### config.mk
export PLATFORM = sky130hd
export DESIGN_NAME = pipe_ctrl
export DESIGN_NICKNAME = d
export VERILOG_FILES = /design/src/rtl/pipe_ctrl_pkg.sv /design/src/rtl/pipe_ctrl_hazard_detect.sv /design/src/rtl/pipe_ctrl.sv
export SDC_FILE = /design/constraint.sdc
export NUM_CORES = 1
export LEC_CHECK = 0
export ABC_AREA = 1
export CORE_AREA = 10 10 59 56
export DETAILED_ROUTE_END_ITERATION = 8
export DIE_AREA = 0 0 69 66
export PLACE_DENSITY_LB_ADDON = 0.3
export SLEW_MARGIN = 25
export SYNTH_ARGS = -nofsm -noshare
export SYNTH_HDL_FRONTEND = slang
export SYNTH_HIERARCHICAL = 1
export SYNTH_SLANG_ARGS = --single-unit
export TNS_END_PERCENT = 50
### constraint.sdc
create_clock -name clk -period 2.12 [get_ports clk]
set_clock_uncertainty 0.05 [all_clocks]
set_input_delay 0.424 -clock clk [delete_from_list [all_inputs] [get_ports clk]]
set_output_delay 0.424 -clock clk [all_outputs]
set_load 0.005 [all_outputs]
### src/rtl/pipe_ctrl_pkg.sv
// pipe_ctrl_pkg: shared types and constants for the pipeline hazard controller.
//   state_t        controller state (RUN / LU_STALL)
//   WB_W/M_W/EX_W  widths of the control groups entering ID/EX
//   M_MEMREAD_BIT  position of MemRead inside the M control group
//   REG_W/REG_ZERO register-specifier width and the hardwired-zero register
package pipe_ctrl_pkg;

  typedef enum logic [0:0] {
    ST_RUN      = 1'b0,
    ST_LU_STALL = 1'b1
  } state_t;

  localparam int WB_W = 2;
  localparam int M_W  = 3;
  localparam int EX_W = 5;

  // M group is {Branch, MemRead, MemWrite}
  localparam int M_MEMREAD_BIT = 1;

  localparam int         REG_W    = 5;
  localparam logic [4:0] REG_ZERO = 5'd0;

endpackage

### src/rtl/pipe_ctrl_hazard_detect.sv
// hazard_detect: combinational load-use compare between the load held in
// ID/EX and the source registers of the instruction in decode. Kept separate
// so a forwarding unit can reuse the same register compare.
// Ports:
//   i_ex_memread  instruction in ID/EX is a load
//   i_ex_rt       destination register of that load
//   i_id_rs       rs of the decode instruction
//   i_id_rt       rt of the decode instruction
//   i_id_uses_rt  decode instruction actually reads rt
//   o_hazard      decode instruction must wait for the load
module hazard_detect
  import pipe_ctrl_pkg::*;
(
  input  logic             i_ex_memread,
  input  logic [REG_W-1:0] i_ex_rt,
  input  logic [REG_W-1:0] i_id_rs,
  input  logic [REG_W-1:0] i_id_rt,
  input  logic             i_id_uses_rt,
  output logic             o_hazard
);

  logic w_rs_match;
  logic w_rt_match;

  assign w_rs_match = (i_ex_rt == i_id_rs);
  assign w_rt_match = i_id_uses_rt & (i_ex_rt == i_id_rt);

  // Register zero never carries a real dependency.
  assign o_hazard = i_ex_memread & (i_ex_rt != REG_ZERO) & (w_rs_match | w_rt_match);

endmodule

### src/rtl/pipe_ctrl.sv
// pipe_ctrl: pipeline hazard controller for the 5-stage datapath.
// Drives PC / IF/ID write enables, IF/ID flush, ID/EX bubble, EX/MEM flush
// and a whole-pipe hold. Priority: reset, memory busy, taken branch (live or
// pending), load-use stall sequence, normal run.
// Optional feature: define PIPE_CTRL_PERF_EN to build the saturating
// stall_cnt / flush_cnt performance counters; otherwise they read as zero.
// Ports:
//   clk, rst_n                 clock, synchronous active-low reset
//   if_id_rs/rt/uses_rt        source operands of the decode instruction
//   id_ex_memread/id_ex_rt     load in ID/EX and its destination
//   branch_taken               branch resolved taken in MEM
//   mem_busy                   data memory wait request
//   pc_write, if_id_write      load enables
//   if_id_flush, id_ex_bubble, ex_mem_flush  control zeroing
//   pipe_hold                  freeze ID/EX, EX/MEM, MEM/WB
//   stall_cnt, flush_cnt       performance counters
//
// state     | meaning
// ST_RUN    | normal issue, hazard check active
// ST_LU_STALL | inserting the remaining load-use bubbles (r_lu_cnt left)
module pipe_ctrl
  import pipe_ctrl_pkg::*;
#(
  parameter int LU_STALL_CYCLES = 1,
  parameter int CNT_W           = 16
) (
  input  logic             clk,
  input  logic             rst_n,
  input  logic [4:0]       if_id_rs,
  input  logic [4:0]       if_id_rt,
  input  logic             if_id_uses_rt,
  input  logic             id_ex_memread,
  input  logic [4:0]       id_ex_rt,
  input  logic             branch_taken,
  input  logic             mem_busy,
  output logic             pc_write,
  output logic             if_id_write,
  output logic             if_id_flush,
  output logic             id_ex_bubble,
  output logic             ex_mem_flush,
  output logic             pipe_hold,
  output logic [CNT_W-1:0] stall_cnt,
  output logic [CNT_W-1:0] flush_cnt
);

  state_t     r_state;
  logic [1:0] r_lu_cnt;
  logic       r_branch_pend;

  logic w_hazard;
  logic w_stall_ev;
  logic w_flush_ev;

  hazard_detect u_hazard_detect (
    .i_ex_memread (id_ex_memread),
    .i_ex_rt      (id_ex_rt),
    .i_id_rs      (if_id_rs),
    .i_id_rt      (if_id_rt),
    .i_id_uses_rt (if_id_uses_rt),
    .o_hazard     (w_hazard)
  );

  always_comb begin
    pc_write     = 1'b1;
    if_id_write  = 1'b1;
    if_id_flush  = 1'b0;
    id_ex_bubble = 1'b0;
    ex_mem_flush = 1'b0;
    pipe_hold    = 1'b0;
    w_stall_ev   = 1'b0;
    w_flush_ev   = 1'b0;
    if (!rst_n) begin
      pc_write     = 1'b0;
      if_id_write  = 1'b0;
      if_id_flush  = 1'b1;
      id_ex_bubble = 1'b1;
      ex_mem_flush = 1'b1;
    end else if (mem_busy) begin
      pc_write    = 1'b0;
      if_id_write = 1'b0;
      pipe_hold   = 1'b1;
    end else if (branch_taken || r_branch_pend) begin
      // Also covers a branch arriving mid-stall: the stalled instruction
      // is wrong-path, so the stall is simply abandoned.
      if_id_flush  = 1'b1;
      id_ex_bubble = 1'b1;
      ex_mem_flush = 1'b1;
      w_flush_ev   = 1'b1;
    end else if ((r_state == ST_LU_STALL) || w_hazard) begin
      pc_write     = 1'b0;
      if_id_write  = 1'b0;
      id_ex_bubble = 1'b1;
      w_stall_ev   = 1'b1;
    end
  end

  always_ff @(posedge clk) begin
    if (!rst_n) begin
      r_state       <= ST_RUN;
      r_lu_cnt      <= 2'd0;
      r_branch_pend <= 1'b0;
    end else if (mem_busy) begin
      if (branch_taken) begin
        r_branch_pend <= 1'b1;
      end
    end else if (branch_taken || r_branch_pend) begin
      r_branch_pend <= 1'b0;
      r_lu_cnt      <= 2'd0;
      r_state       <= ST_RUN;
    end else if (r_state == ST_LU_STALL) begin
      r_lu_cnt <= r_lu_cnt - 2'd1;
      if (r_lu_cnt == 2'd1) begin
        r_state <= ST_RUN;
      end
    end else if (w_hazard) begin
      // The hazard cycle itself is the first bubble; LU_STALL adds the rest.
      if (LU_STALL_CYCLES > 1) begin
        r_state  <= ST_LU_STALL;
        r_lu_cnt <= 2'(LU_STALL_CYCLES - 1);
      end
    end
  end

`ifdef PIPE_CTRL_PERF_EN
  logic [CNT_W-1:0] r_stall_cnt;
  logic [CNT_W-1:0] r_flush_cnt;

  always_ff @(posedge clk) begin
    if (!rst_n) begin
      r_stall_cnt <= '0;
      r_flush_cnt <= '0;
    end else begin
      if (w_stall_ev && (r_stall_cnt != {CNT_W{1'b1}})) begin
        r_stall_cnt <= r_stall_cnt + 1'b1;
      end
      if (w_flush_ev && (r_flush_cnt != {CNT_W{1'b1}})) begin
        r_flush_cnt <= r_flush_cnt + 1'b1;
      end
    end
  end

  assign stall_cnt = r_stall_cnt;
  assign flush_cnt = r_flush_cnt;
`else
  logic w_unused_ev;
  assign w_unused_ev = w_stall_ev | w_flush_ev;
  assign stall_cnt   = '0;
  assign flush_cnt   = '0;
`endif

endmodule

# Yosys cells after proc, flatten, opt, wreduce, memory -nomap -nowiden
# Index checks and enable logic that the tools add are counted.
dict set report totals {
  output_inout_bits 38
  register_bits 4
  inputBits 21
}
dict set report classes {
  n_reduce_logical 7
  addsub 1
  mux 21
  bitwise_logic 5
  n_eq_ne 4
}
# operator count
set op_table {}
lappend op_table {{1-bit 2-to-1 mux} 19}
lappend op_table {{5-bit == test} 2}
lappend op_table {{5-bit nonzero test} 1}
lappend op_table {{2-bit 2-to-1 mux} 2}
lappend op_table {{2-bit AND reduction} 2}
lappend op_table {{2-bit nonzero test} 2}
lappend op_table {{1-bit AND} 3}
lappend op_table {{2-bit by 1-bit == test with 1-bit output, second input constant} 1}
lappend op_table {{1-bit logical OR} 2}
lappend op_table {{2-bit != test, second input constant} 1}
lappend op_table {{2-bit by 1-bit subtractor with 2-bit output, second input constant} 1}
lappend op_table {{1-bit NOT} 1}
lappend op_table {{1-bit OR} 1}

# Logic depth before layout (Yosys ltp)
dict set report logic_depth {
  depth_word 9
  mapped_depth 10
}

# Modules after synthesis
# Netlist, hierarchy kept.
# module seq_area_each_um2 n_inst area_each_um2 cells_per_inst
set by_module_without_submodules {}
lappend by_module_without_submodules {pipe_ctrl 80.1 1 489.2 71}
lappend by_module_without_submodules {hazard_detect 0.0 1 206.4 52}

# Worst setup path before layout
# Ideal clock, no wire load.
dict set report synth_path {
  path_type {input -> output}
  start {input id_ex_rt[1]}
  end {output pc_write}
  setup_slack_ps 362
  arrival_ps 1284
  cell_stages 8
  path_cell_list {nor2_1 nand3_1 o21ai_0 a21oi_1 nor2_1 nor2_1 nor3_1 buf_4}
}
dict set report synth_via {
  elab_chain_cells 9
  word_cells_on_any_way 12
  classes_between {eq/ne: 2; mux: 4; bitwise: 4; reduce/logical: 2}
}
# element line
set synth_lines {}
lappend synth_lines {{start, declared} pipe_ctrl.sv:33} ;# input logic [4:0] id_ex_rt,
lappend synth_lines {{5-bit == test} pipe_ctrl_hazard_detect.sv:26} ;# assign w_rt_match = i_id_uses_rt & (i_ex_rt == i_id_rt);
lappend synth_lines {{1-bit AND} pipe_ctrl_hazard_detect.sv:26}
lappend synth_lines {{1-bit OR} pipe_ctrl_hazard_detect.sv:29} ;# assign o_hazard = i_ex_memread & (i_ex_rt != REG_ZERO) & (w_rs_match | w_rt_match);
lappend synth_lines {{1-bit AND (*)} pipe_ctrl_hazard_detect.sv:29}
lappend synth_lines {{named net w_hazard} pipe_ctrl.sv:50} ;# logic w_hazard;
lappend synth_lines {{1-bit logical OR (*)} pipe_ctrl.sv:89} ;# end else if ((r_state == ST_LU_STALL) || w_hazard) begin
lappend synth_lines {{1-bit 2-to-1 mux (*) (4 in a row)} --}
lappend synth_lines {{end, declared} pipe_ctrl.sv:36} ;# output logic pc_write,
# Mark *: on every way through the listed nets, which the timed path passes. The rest lies on a longest branch.

# Final worst setup path
dict set report layout_path {
  start {input id_ex_rt[0]}
  end {output if_id_write}
}
dict set report layout_via {
  elab_chain_cells 9
  word_cells_on_any_way 12
  classes_between {eq/ne: 2; mux: 4; bitwise: 4; reduce/logical: 2}
}
# element line
set layout_lines {}
lappend layout_lines {{5-bit == test} pipe_ctrl_hazard_detect.sv:26}
lappend layout_lines {{1-bit AND} pipe_ctrl_hazard_detect.sv:26}
lappend layout_lines {{1-bit OR} pipe_ctrl_hazard_detect.sv:29}
lappend layout_lines {{1-bit AND (*)} pipe_ctrl_hazard_detect.sv:29}
lappend layout_lines {{named net w_hazard} pipe_ctrl.sv:50}
lappend layout_lines {{1-bit logical OR (*)} pipe_ctrl.sv:89}
lappend layout_lines {{1-bit 2-to-1 mux (*)} pipe_ctrl.sv:89}
lappend layout_lines {{1-bit 2-to-1 mux (*)} pipe_ctrl.sv:82} ;# end else if (branch_taken || r_branch_pend) begin
lappend layout_lines {{1-bit 2-to-1 mux (*)} pipe_ctrl.sv:78} ;# end else if (mem_busy) begin
lappend layout_lines {{1-bit 2-to-1 mux (*)} pipe_ctrl.sv:72} ;# if (!rst_n) begin
lappend layout_lines {{end, declared} pipe_ctrl.sv:37} ;# output logic if_id_write,
# Marks and branches as above.

==> flow_metrics.py <==
metrics = {
    "run_status": {
        "outcome": "complete, no violations",
    },
    "floorplan": {
        "start_util_pct": 32.8,
        "io_pins": 59,
        "fp-row-count": 16,
        "die_height_um": 66,
        "core-area_sq_um": 2120,
        "die_w_um": 69,
        "die_area_sq_um": 4550,
    },
    "pwr": {
        "leakage_nw": 0.556,
        "p_seq_share_pct": 27.2,
        "pwr-share-comb_pct": 41.3,
        "p_clk_share_pct": 31.5,
        "switching_power_mw": 0.0991,
        "swShare_pct": 33.3,
        "peakVddDrop_mv": 0.248,
        "power_density_nw_per_um2": 333,
        "p_int_mw": 0.198,
    },
    "route": {
        "wl_mm": 1.79,
        "routedWlPerCell_um": 9.84,
        "drc": 0,
        "dr.pass1.iters": 4,
        "drt_iter0_markers": 11,
        "vias": 672,
        "ant_nets": 0,
        "viasPerCell": 3.69,
    },
    "clock_tree": {
        "cts-htree-levels": 1,
        "ctsHoldBuffers": 0,
        "clock_path_buffers": 2,
        "cts_root_buf": "clkbuf_4",
        "cts_setup_buffers": 0,
        "insertion_delay_ps": 230,
        "numCtsBuffers": 3,
        "clk_pin_slew_ps": 40,
        "clock_sinks": 4,
        "cts_tree": "done",
    },
    "yosys": {
        "synth.distinct_cells": 17,
        "async_flop_share_pct": 0,
        "syn-instance-count": 123,
        "netlist.area_leader.share_pct": 36.7,
        "ys_seq_area_share_pct": 11.5,
        "synthTopCellsByArea": "buf_4 (37%), nand2_1 (17%), dfxtp_1 (12%), inv_1 (10%), nor2_1 (8.1%)",
        "ys.flop_type": "dfxtp_1",
        "synth_area_sq_um": 696,
        "synth_edf_count": 0,
        "synth_most_common_cell": "buf_4",
        "ys_seq_elements": 4,
        "syn_avg_cell_area_sq_um": 5.66,
        "ys_warn_count": 6,
        "yosysTopAreaCell": "buf_4",
        "synth_common_cells": "buf_4 (34), nand2_1 (32), inv_1 (19)",
    },
    "place": {
        "numPortBuffers": 26,
        "place_worst_setup_slack_ps": -662,
        "gp_congestion": 0.803,
        "hpwl_mm": 1.63,
    },
    "timing": {
        "setup_ws_ps": 125,
        "hold_violations": 0,
        "setup-violations-final": 0,
        "slew_viol_final": 0,
        "post-route-period-util_pct": 94.1,
        "fmax_mhz": 501,
        "grt_setup_unrepaired": "false",
        "min_period_ps": 2000,
    },
    "cells_and_area": {
        "multi_input_area_sq_um": 415,
        "final_core_utilization_pct": 42.2,
        "area_growth_syn_to_layout_pct": 28.6,
        "seq_area_sq_um": 80.1,
        "diodes": 0,
        "fill_cells": 258,
        "finalNetCount": 179,
        "layout-drive-gt1-share_pct": 18.1,
    },
    "grt": {
        "first_global_vias": 683,
        "grt_max_degree": 6,
        "grt_antenna_before_repair": 0,
        "track_usage_pct": 7.26,
        "grt_pass1_wl_mm": 2.80,
        "grt-ovfl-total": 0,
    },
    "setup_path": {
        "crit_path_start_kind": "input pin",
        "cp_max_fo": 5,
        "crit_arrival_ps": 1520,
        "slowest_delay_ps": 270,
        "slowest_stage": "dlygate4sd2_1",
        "cp-end-kind": "primary output",
        "critPathRequiredTime_ps": 1650,
        "path_class": "input pin to primary output",
        "crit_chain": "dlygate4sd2_1 -> nand2_1 -> nand2_1 -> nor2_1 -> nand3_1 -> a21oi_2 -> nor2_2 -> nor2_1 -> nor3_2 -> buf_2",
    },
    "min_path": {
        "worst_hold_path_type": "register to register",
    },
    "run": {
        "drv_cap": 0,
    },
}
==> routing by layer <==
metal,GRT usage [%],up-vias,wire length [um]
met5,0,-,0
met4,2.26,0,17
met3,4.05,2,195
met2,13.4,35,882
met1,6.80,273,695
li1,-,362,-
==> critical path, delay by kind of cell <==
family                 cells  cell delay [ps]
AND/OR/NAND/NOR            7              540
buffers and inverters      2              400
AO/OA/AOI/OAI              1              150
==> area by class of cell <==
class                   count  area share, %
flip-flops and latches      4           8.95
well taps                  27           3.78
inverters                  21           8.81
clock buffers               3           2.52
repair buffers             32           29.5
multi-input cells          95           46.4
==> power by group through the flow <==
| stage | logic [mW] | clock network [mW] | registers [mW] |
|---|---|---|---|
| after floorplan | 0.105 | 0 | 0.0819 |
| after detailed placement | 0.135 | 0 | 0.0823 |
| final | 0.123 | 0.0937 | 0.0811 |
| after global placement | 0.133 | 0 | 0.0821 |
| after CTS | 0.120 | 0.0994 | 0.0811 |
| after global routing | 0.142 | 0.104 | 0.0814 |
==> registers in the layout, indices dropped and copies added, names as in the netlist <==
register and flops:
r_state 1, r_branch_pend 1, r_lu_cnt 2
==> cells by family after synthesis <==
group / Yosys count / synth area share [%]
fa+ha+maj: 1 / 1.80
other cells: 1 / 0.539
flops: 4 / 11.5
xor+xnor: 1 / 1.26
simple gates: 57 / 34.0
buf+inv: 55 / 48.0
compound gates: 4 / 2.88
==> timing repair <==
action | in CTS | in global routing
endpoints found under the setup margin | 6 | 3
gates resized for setup | 36 | 11
endpoints found under the hold margin | 0 | 0
pin swaps | 12 | 9
==> stage by stage <==
stage	instances	hold slack, ps	setup TNS [ps]	total power [mW]	area, sq um
final	182	418	0	0.297	895
after CTS	182	407	0	0.300	887
after detailed placement	179	403	-2230	0.217	896
after global routing	182	470	0	0.327	895
after floorplan	154	385	0	0.187	812
after global placement	179	392	-2160	0.215	896
==> worst paths after layout <==
path	cells after the start	endpoint	start	slack [ps]
max reg2reg	6	r_lu_cnt[1]	r_lu_cnt[1]	1100
min reg2reg	2	r_state	r_state	420
min	2	r_state	r_state	420
max	10	if_id_write	id_ex_rt[0]	120
==> cell usage in the layout (no fill, tap or decap) <==
cell and instances:
clkbuf_2 2, inv_2 5, nand3_2 1, nand2_2 1, clkdlybuf4s15_1 2, nand3_1 4, nor2_2 4, a21oi_1 2
nor3_2 1, dlymetal6s2s_1 1, ha_1 1, buf_2 3, dfxtp_1 4, dlygate4sd2_1 15, nand2_1 32, o21ai_2 1
buf_4 6, clkbuf_4 3, xnor2_1 1, a21oi_2 1, nand4_1 1, inv_1 16, clkdlybuf4s50_1 3, conb_1 32
nor2_1 13
Note: power is estimated with default switching activity, not from simulation.
